$ cat src/rtl/vga_timing_ctrl.sv
// VGA raster timing generator: counts pixel/line positions, drives syncs, requests pixels one clk
// ahead via pix_x/pix_y and masks the reply onto rgb. Define VGA_COLOR_BAR_EN for internal colour bars.
module vga_timing_ctrl #(
   parameter int H_SYNC   = 96,
   parameter int H_BACK   = 48,
   parameter int H_VALID  = 640,
   parameter int H_FRONT  = 16,
   parameter int V_SYNC   = 2,
   parameter int V_BACK   = 33,
   parameter int V_VALID  = 480,
   parameter int V_FRONT  = 10,
   parameter int SYNC_NEG = 0
) (
   input  logic        clk,
   input  logic        rst_n,
   input  logic [15:0] pix_data,
   output logic [9:0]  pix_x,
   output logic [9:0]  pix_y,
   output logic        hsync,
   output logic        vsync,
   output logic        rgb_valid,
   output logic [15:0] rgb
);

   localparam int HT = H_SYNC + H_BACK + H_VALID + H_FRONT;
   localparam int VT = V_SYNC + V_BACK + V_VALID + V_FRONT;
   localparam int HA = H_SYNC + H_BACK;
   localparam int VA = V_SYNC + V_BACK;

   if (HT > 1024) begin : g_bad_ht
      $error("vga_timing_ctrl: horizontal total exceeds 1024");
   end
   if (VT > 1024) begin : g_bad_vt
      $error("vga_timing_ctrl: vertical total exceeds 1024");
   end
   if (HA < 1) begin : g_bad_ha
      $error("vga_timing_ctrl: request lead needs H_SYNC+H_BACK >= 1");
   end

   localparam logic [9:0] C_HT_M1   = 10'(HT - 1);
   localparam logic [9:0] C_VT_M1   = 10'(VT - 1);
   localparam logic [9:0] C_H_SYNC  = 10'(H_SYNC);
   localparam logic [9:0] C_V_SYNC  = 10'(V_SYNC);
   localparam logic [9:0] C_HA      = 10'(HA);
   localparam logic [9:0] C_HA_M1   = 10'(HA - 1);
   localparam logic [9:0] C_HA_END  = 10'(HA + H_VALID - 1);
   localparam logic [9:0] C_REQ_END = 10'(HA + H_VALID - 2);
   localparam logic [9:0] C_VA      = 10'(VA);
   localparam logic [9:0] C_VA_END  = 10'(VA + V_VALID - 1);
   localparam logic       L_ACT     = 1'(SYNC_NEG == 0);

   logic [9:0] r_cnt_h;
   logic [9:0] r_cnt_v;
   logic       w_h_last;
   logic       w_v_last;
   logic       w_v_act;
   logic       w_h_act;
   logic       w_h_req;
   logic       w_req;

   assign w_h_last = (r_cnt_h == C_HT_M1);
   assign w_v_last = (r_cnt_v == C_VT_M1);

   always_ff @(posedge clk or negedge rst_n) begin
      if (!rst_n) begin
         r_cnt_h <= '0;
         r_cnt_v <= '0;
      end else begin
         if (w_h_last) begin
            r_cnt_h <= '0;
            if (w_v_last) begin
               r_cnt_v <= '0;
            end else begin
               r_cnt_v <= r_cnt_v + 10'd1;
            end
         end else begin
            r_cnt_h <= r_cnt_h + 10'd1;
         end
      end
   end

   // Every output below is a pure decode of the counters, so reset values appear asynchronously.
   assign hsync = (r_cnt_h < C_H_SYNC) ? L_ACT : ~L_ACT;
   assign vsync = (r_cnt_v < C_V_SYNC) ? L_ACT : ~L_ACT;

   assign w_v_act = (r_cnt_v >= C_VA) && (r_cnt_v <= C_VA_END);
   assign w_h_act = (r_cnt_h >= C_HA) && (r_cnt_h <= C_HA_END);
   assign w_h_req = (r_cnt_h >= C_HA_M1) && (r_cnt_h <= C_REQ_END);
   assign w_req   = w_v_act && w_h_req;

   assign rgb_valid = w_v_act && w_h_act;
   assign pix_x     = w_req ? (r_cnt_h - C_HA_M1) : 10'h3FF;
   assign pix_y     = w_req ? (r_cnt_v - C_VA) : 10'h3FF;

`ifdef VGA_COLOR_BAR_EN
   localparam int BAR_W  = H_VALID / 8;
   localparam int BAR_SH = $clog2(BAR_W);

   if ((BAR_W < 1) || ((1 << BAR_SH) != BAR_W)) begin : g_bad_bar
      $error("vga_timing_ctrl: H_VALID/8 must be a power of 2");
   end

   logic [9:0]  w_col;
   logic [9:0]  w_col_sh;
   logic [2:0]  w_bar;
   logic [15:0] w_bar_rgb;

   assign w_col    = r_cnt_h - C_HA;
   assign w_col_sh = w_col >> BAR_SH;
   assign w_bar    = w_col_sh[2:0];

   always_comb begin
      w_bar_rgb = 16'h0000;
      case (w_bar)
         3'd0:    w_bar_rgb = 16'hFFFF;
         3'd1:    w_bar_rgb = 16'hFFE0;
         3'd2:    w_bar_rgb = 16'h07FF;
         3'd3:    w_bar_rgb = 16'h07E0;
         3'd4:    w_bar_rgb = 16'hF81F;
         3'd5:    w_bar_rgb = 16'hF800;
         3'd6:    w_bar_rgb = 16'h001F;
         default: w_bar_rgb = 16'h0000;
      endcase
   end

   assign rgb = rgb_valid ? w_bar_rgb : 16'd0;
`else
   // pix_data is the generator's registered reply to last clk's request, aligned with rgb_valid.
   assign rgb = rgb_valid ? pix_data : 16'd0;
`endif

endmodule

$ cat config.mk
export PLATFORM = sky130hd
export DESIGN_NAME = vga_timing_ctrl
export DESIGN_NICKNAME = d
export VERILOG_FILES = /design/src/rtl/vga_timing_ctrl.sv
export SDC_FILE = /design/constraint.sdc
export NUM_CORES = 1
export LEC_CHECK = 0
export CORE_ASPECT_RATIO = 1.75
export CORE_UTILIZATION = 46
export DETAILED_ROUTE_END_ITERATION = 8
export GPL_ROUTABILITY_DRIVEN = 0
export PLACE_DENSITY = 0.9
export SLEW_MARGIN = 40
export SYNTH_ARGS = -nofsm -noshare
export SYNTH_HDL_FRONTEND = slang
export SYNTH_SLANG_ARGS = --single-unit
$ cat constraint.sdc
create_clock -name clk -period 3.13 [get_ports clk]
set_clock_uncertainty 0.2 [all_clocks]
set_input_delay 0.4695 -clock clk [delete_from_list [all_inputs] [get_ports clk]]
set_output_delay 0.4695 -clock clk [all_outputs]
set_load 0.02 [all_outputs]
==> impl_metrics.csv, run 1 <==
group,metric,value,unit
detailed_routing,num_vias,1761,
timing,relSlewSlack,0.684,
worst_setup_path,cpMaxStageDelayCell,"dfrtp_1",
worst_setup_path,crit_path_end_kind,"primary output",
floorplan,core_area,3400,um2
synth,syn_inst,194,
clocking,cts_root_buf,"clkbuf_8",
global_routing,grt_use_met1,0.296,
power,power,0.000547,W
clocking,clk_pin_slew_worst_paths,0.08,ns
synth,synth_edf_count,0,
timing,hold_viol_final,0,
synth,yosysMostFrequentCell,"nand3_1",
synth,syn_nets,216,
global_routing,top_usage_layer,"met2",
global_routing,antenna_found_initial,0,
synth,synthesis.area,1660,um2
synth,ys_async_sr_fraction,1.00,
timing,max_slew.worst_pin.slew,0.473,ns
worst_setup_path,critPathArrivalTime,2.37,ns
synth,yosysSeqAreaShare,0.302,
global_routing,grt_pass1_vias,1675,
run,maxCapViolCount,0,
floorplan,num_io_pins,57,
synth,synth.area.top_cells,"dfrtp_1, nand3_1, and2_1",
detailed_routing,drt_iter0_drc,70,
worst_setup_path,cp_max_fo,3,
clocking,clockBufferDepth,2,
clocking,ctsHtreeMaxLevel,1,
worst_setup_path,path_buf_inv,2,
synth,synth_cell_types,46,
finish,seq_area,500,um2
timing,grt_setup_unrepaired,"no",
worst_setup_path,path_cells,"ha_1, or4_1, buf_4, a211oi_1, xnor2_1, nand3_1, dlygate4sd2_1",
worst_setup_path,criticalPathCategory,"reg2out",
worst_hold_path,hp-class,"reg2reg",
worst_setup_path,cp-start-kind,"register",
floorplan,die_w,47.3,um
floorplan,fp.dieH,81.4,um
finish,drive_gt1_frac,0.173,
floorplan,start_util,0.487,
finish,diodes,0,
finish,n_fill_cell,285,
timing,fmax,0.329,GHz
floorplan,std_cell_rows,28,
global_routing,use_met3,0.0556,
power,power.leakage,0.949,nW
clocking,cts_buffers,3,
clocking,clk_latency,0.26,ns
global_routing,grt_pass1_wl,7520,um
worst_setup_path,crit_family,"simple AND/OR/NAND/NOR gates",
finish,area.growth.synth_to_final,42.9,%
timing,slew_viol_final,0,
timing,fin_crit,3.04,ns
finish,multi_input_area,1040,um2
floorplan,die-area,3850,um2
worst_setup_path,max_stage_delay,0.44,ns
power,vdd.ir_drop.worst,0.380,mV
synth,avgSynthCellArea,8.53,um2
global_routing,overflow,0,
synth,yosysWarnings,0,
synth,synth_flop_cell,"dfrtp_1",
synth,synth_common_cells,"nand3_1, dfrtp_1, and2_1, xnor2_1, o21ai_0",
worst_setup_path,critPathRequiredTime,2.46,ns
finish,nets,283,
timing,fin_crit_sh,0.970,
synth,synth_top_area_share,0.302,
clocking,clock_sinks,20,
detailed_routing,ant_nets,0,
clocking,cts_tree,"built",
synth,ys_ff_latch,20,
global_routing,use_met2,0.447,
timing,setup-tns-final,0,ns
detailed_routing,drc,0,
synth,yosys.area.top_type,"dfrtp_1",
timing,setup_viol,0,
run_status,outcome,"finished clean",
global_routing,grt_max_degree,21,
placed_design,dp_hpwl,3550,um
detailed_routing,avgViaCountPerCell,5.77,
global_routing,grt_usage,0.268,
detailed_routing,routed_wl,4760,um
detailed_routing,drt-pass1-iter-count,4,
placed_design,port_buffers,56,
detailed_routing,wl_per_cell,15.6,um
worst_setup_path,r2r_slack,0.77,ns
power,p_per_area,231,nW/um2
## cells by family (layout without fill, tap and decap cells)
logic type / after synthesis / after routing / synth area share
fa+ha+maj: 4 / 4 / 0.0302
simple gates: 92 / 92 / 0.331
compound gates: 34 / 34 / 0.155
xor+xnor: 19 / 19 / 0.101
buf+inv: 24 / 90 / 0.0748
mux: 1 / 1 / 0.00605
flops: 20 / 20 / 0.302
## where the power goes
| group | total (W) | switching, W | internal, W |
|---|---|---|---|
| Sequential | 0.000258 | 0 | 0.000258 |
| Combinational | 0.0000259 | 0.00000745 | 0.0000185 |
| Clock | 0.000263 | 0.0000919 | 0.000171 |
## layout by cell type, fill, tap and decap left out, types with 4 or more instances in the layout
| master | synthesis | routed |
|---|---|---|
| a31oi_1 | 4 | 4 |
| clkbuf_2 | 1 | 7 |
| nor2_1 | 10 | 10 |
| and4_1 | 5 | 5 |
| xor2_1 | 7 | 7 |
| clkdlybuf4s15_1 | 0 | 9 |
| nand3b_1 | 4 | 4 |
| dlygate4sd2_1 | 0 | 21 |
| clkdlybuf4s50_1 | 0 | 18 |
| nand3_1 | 22 | 22 |
| dfrtp_1 | 20 | 20 |
| ha_1 | 4 | 4 |
| nand4_1 | 6 | 6 |
| inv_1 | 7 | 7 |
| nand2_1 | 9 | 9 |
| buf_4 | 1 | 21 |
| o21ai_0 | 11 | 11 |
| xnor2_1 | 12 | 12 |
| and2_1 | 17 | 17 |
| a21oi_1 | 5 | 5 |
## state kept, by name (all words and copies together), names as in the netlist
register and flops:
r_cnt_v 10, r_cnt_h 10
## layout make-up
cell class / instances / area share
multi-input combinational: 150 / 0.439
timing repair buffer: 79 / 0.285
sequential: 20 / 0.212
tap: 45 / 0.0238
clock buffer: 3 / 0.0175
clock inverter: 1 / 0.0127
inverter: 7 / 0.0111
## routing by layer
metal	routed length, um	up-vias
li1	-	825
met1	1680	813
met2	2520	100
met3	397	23
met4	165	0
met5	0	-
## what timing repair did
action / CTS / global route
gates cloned: 0 / 0
setup endpoints to repair: 37 / 17
setup buffers: 2 / 0
endpoints found under the hold margin: 20 / 0
hold buffers: 1 / 0
pin swaps: 1 / 0
gates resized for setup: 38 / 24
## path summary, 6_finish.rpt
check                            from          to  cells after the start
setup reg to reg           r_cnt_h[0]  r_cnt_v[3]                      5
hold / removal             r_cnt_h[0]  r_cnt_h[0]                      1
setup / recovery           r_cnt_v[0]    pix_y[8]                      7
max in group asynchronous       rst_n  r_cnt_v[5]                      2
hold reg to reg            r_cnt_h[0]  r_cnt_h[0]                      1
min in group asynchronous       rst_n  r_cnt_h[0]                      2
## per-stage QoR
stage | util | setup slack (ns) | hold WS, ns | instances | cell area, um2
2_1_floorplan | - | 0.575 | -0.0261 | 194 | 1660
3_3_place_gp | 0.684 | 0.135 | 0.323 | 298 | 2320
3_5_place_dp | 0.683 | 0.0413 | 0.244 | 298 | 2320
4_1_cts | 0.699 | 0.0871 | 0.345 | 305 | 2380
5_1_grt | 0.696 | 0.00184 | 0.365 | 305 | 2360
6_report | 0.696 | 0.0946 | 0.337 | 305 | 2360
Power figures use the tool's default switching activity.
==> inputs of run 2 (changes only) <==
--- a/config.mk
+++ b/config.mk
@@ -5,6 +5,7 @@
 export SDC_FILE = /design/constraint.sdc
 export NUM_CORES = 1
 export LEC_CHECK = 0
+export CAP_MARGIN = 25
 export CORE_ASPECT_RATIO = 1.75
 export CORE_UTILIZATION = 46
 export DETAILED_ROUTE_END_ITERATION = 8
==> results of run 2 <==
Same layout as run 1: the final DEF is identical, and so are final timing and power.
==> inputs of run 3 (changes only) <==
--- a/config.mk
+++ b/config.mk
@@ -11,6 +11,7 @@
 export DETAILED_ROUTE_END_ITERATION = 8
 export GPL_ROUTABILITY_DRIVEN = 0
 export PLACE_DENSITY = 0.9
+export SETUP_SLACK_MARGIN = 0.02
 export SLEW_MARGIN = 40
 export SYNTH_ARGS = -nofsm -noshare
 export SYNTH_HDL_FRONTEND = slang
==> impl_metrics.csv, run 3 (synthesis gave the netlist of run 1 again) <==
group,metric,value,unit
clocking,clk_latency,0.26,ns
global_routing,grt_max_degree,21,
timing,fin_crit_sh,0.974,
worst_hold_path,min_path_cells,1,
worst_setup_path,critPathArrivalTime,2.38,ns
placed_design,dp_hpwl,3550,um
timing,relSlewSlack,0.674,
floorplan,die_w,47.3,um
clocking,cts_root_buf,"clkbuf_8",
timing,max_slew.worst_pin.slew,0.489,ns
timing,hold_viol_final,0,
finish,layout_commonest_cell,"nand3_1",
worst_setup_path,cp-start-kind,"register",
floorplan,core_area,3400,um2
finish,reg_top3,"r_cnt_h: 10 flops, r_cnt_v: 10 flops",
timing,finalHoldWorstSlack,0.343,ns
power,p_per_area,234,nW/um2
clocking,clk_pin_slew_worst_paths,0.08,ns
timing,setup_viol,0,
power,power.leakage,0.950,nW
finish,seq_area,500,um2
floorplan,die-area,3850,um2
placed_design,port_buffers,56,
worst_hold_path,hp-class,"reg2reg",
power,vdd.ir_drop.worst,0.380,mV
timing,fmax,0.328,GHz
finish,multi_input_area,1040,um2
clocking,cts_tree,"built",
finish,diodes,0,
clocking,clock_sinks,20,
detailed_routing,ant_nets,0,
floorplan,fp.dieH,81.4,um
detailed_routing,drt_iter0_drc,53,
run,maxCapViolCount,0,
worst_setup_path,critPathRequiredTime,2.46,ns
floorplan,std_cell_rows,28,
worst_setup_path,r2r_cells,5,
detailed_routing,drc,0,
timing,fin_crit,3.05,ns
clocking,clockBufferDepth,2,
floorplan,start_util,0.487,
timing,grt_setup_unrepaired,"yes",
worst_setup_path,criticalPathCategory,"reg2out",
global_routing,antenna_found_initial,0,
timing,setup-tns-final,0,ns
detailed_routing,drt-pass1-iter-count,4,
finish,nets,283,
floorplan,num_io_pins,57,
worst_setup_path,crit_path_end_kind,"primary output",
clocking,cts_buffers,3,
clocking,ctsHtreeMaxLevel,1,
detailed_routing,num_vias,1762,
global_routing,grt_pass1_vias,1675,
detailed_routing,routed_wl,4790,um
finish,most-common-layout-cells,"nand3_1, dlygate4sd2_1, buf_4",
worst_setup_path,cp_max_fo,3,
detailed_routing,avgViaCountPerCell,5.78,
global_routing,overflow,0,
timing,slew_viol_final,0,
run_status,outcome,"finished clean",
finish,n_fill_cell,289,
global_routing,grt_pass1_wl,7520,um
finish,area.growth.synth_to_final,41.2,%
detailed_routing,wl_per_cell,15.7,um
global_routing,grt_usage,0.268,
finish,drive_gt1_frac,0.204,
run 3: changes by cell type in the layout (fill, tap and decap cells not counted), sizes merged:
cell / delta
clkbuf: +7
clkdlybuf4s15: -7
run 3: timing repair:
action	4_1_cts	5_1_grt
pin swaps	1	0
hold buffers	1	0
buffers inserted	2	0
cloned	0	0
setup endpoints to repair	37	19
endpoints found under the hold margin	20	0
resized for setup	38	32
run 3: area by class of cell:
class / count / share of cell area
multi-input combinational: 150 / 0.447
timing repair buffer: 79 / 0.273
sequential: 20 / 0.214
tap: 45 / 0.0241
clock buffer: 3 / 0.0177
clock inverter: 1 / 0.0128
inverter: 7 / 0.0112
run 3: path summary, 6_finish.rpt:
kind,start,to,slack (ns)
worst max-delay path,r_cnt_v[0],pix_y[8],0.08
worst min-delay path,r_cnt_h[0],r_cnt_h[0],0.34
worst max register to register,r_cnt_h[0],r_cnt_v[3],0.75
worst min register to register,r_cnt_h[0],r_cnt_h[0],0.34
max in group asynchronous,rst_n,r_cnt_v[5],1.90
min in group asynchronous,rst_n,r_cnt_h[0],0.50
run 3: metrics by stage:
stage	total power, W	setup WS, ns	utilization	cells	cell area [um2]
2_1_floorplan	0.000264	0.575	-	194	1660
3_3_place_gp	0.000289	0.135	0.684	298	2320
3_5_place_dp	0.000289	0.0413	0.683	298	2320
4_1_cts	0.000550	0.0871	0.699	305	2380
5_1_grt	0.000562	0.00357	0.688	305	2340
6_report	0.000548	0.0824	0.688	305	2340
run 3: power breakdown:
part	switching, W	internal (W)	total [W]
Clock	0.0000929	0.000171	0.000264
Combinational	0.00000758	0.0000185	0.0000261
Sequential	0	0.000258	0.000258
Total	0.000100	0.000447	0.000548
run 3: worst max-delay path, cell delays in order (launching register included):
cell and delay [ns]:
dfrtp_1 0.44, ha_1 0.23, or4_1 0.44, buf_4 0.17, a211oi_1 0.27, xnor2_1 0.15
nand3_1 0.09, dlygate4sd2_1 0.32
run 3: layer usage:
| layer | GRT usage | up-vias | share of wire |
|---|---|---|---|
| met4 | 0.160 | 0 | 0.032 |
| met2 | 0.447 | 93 | 0.53 |
| li1 | - | 827 | - |
| met5 | 0 | - | 0 |
| met3 | 0.0556 | 15 | 0.083 |
| met1 | 0.296 | 827 | 0.36 |
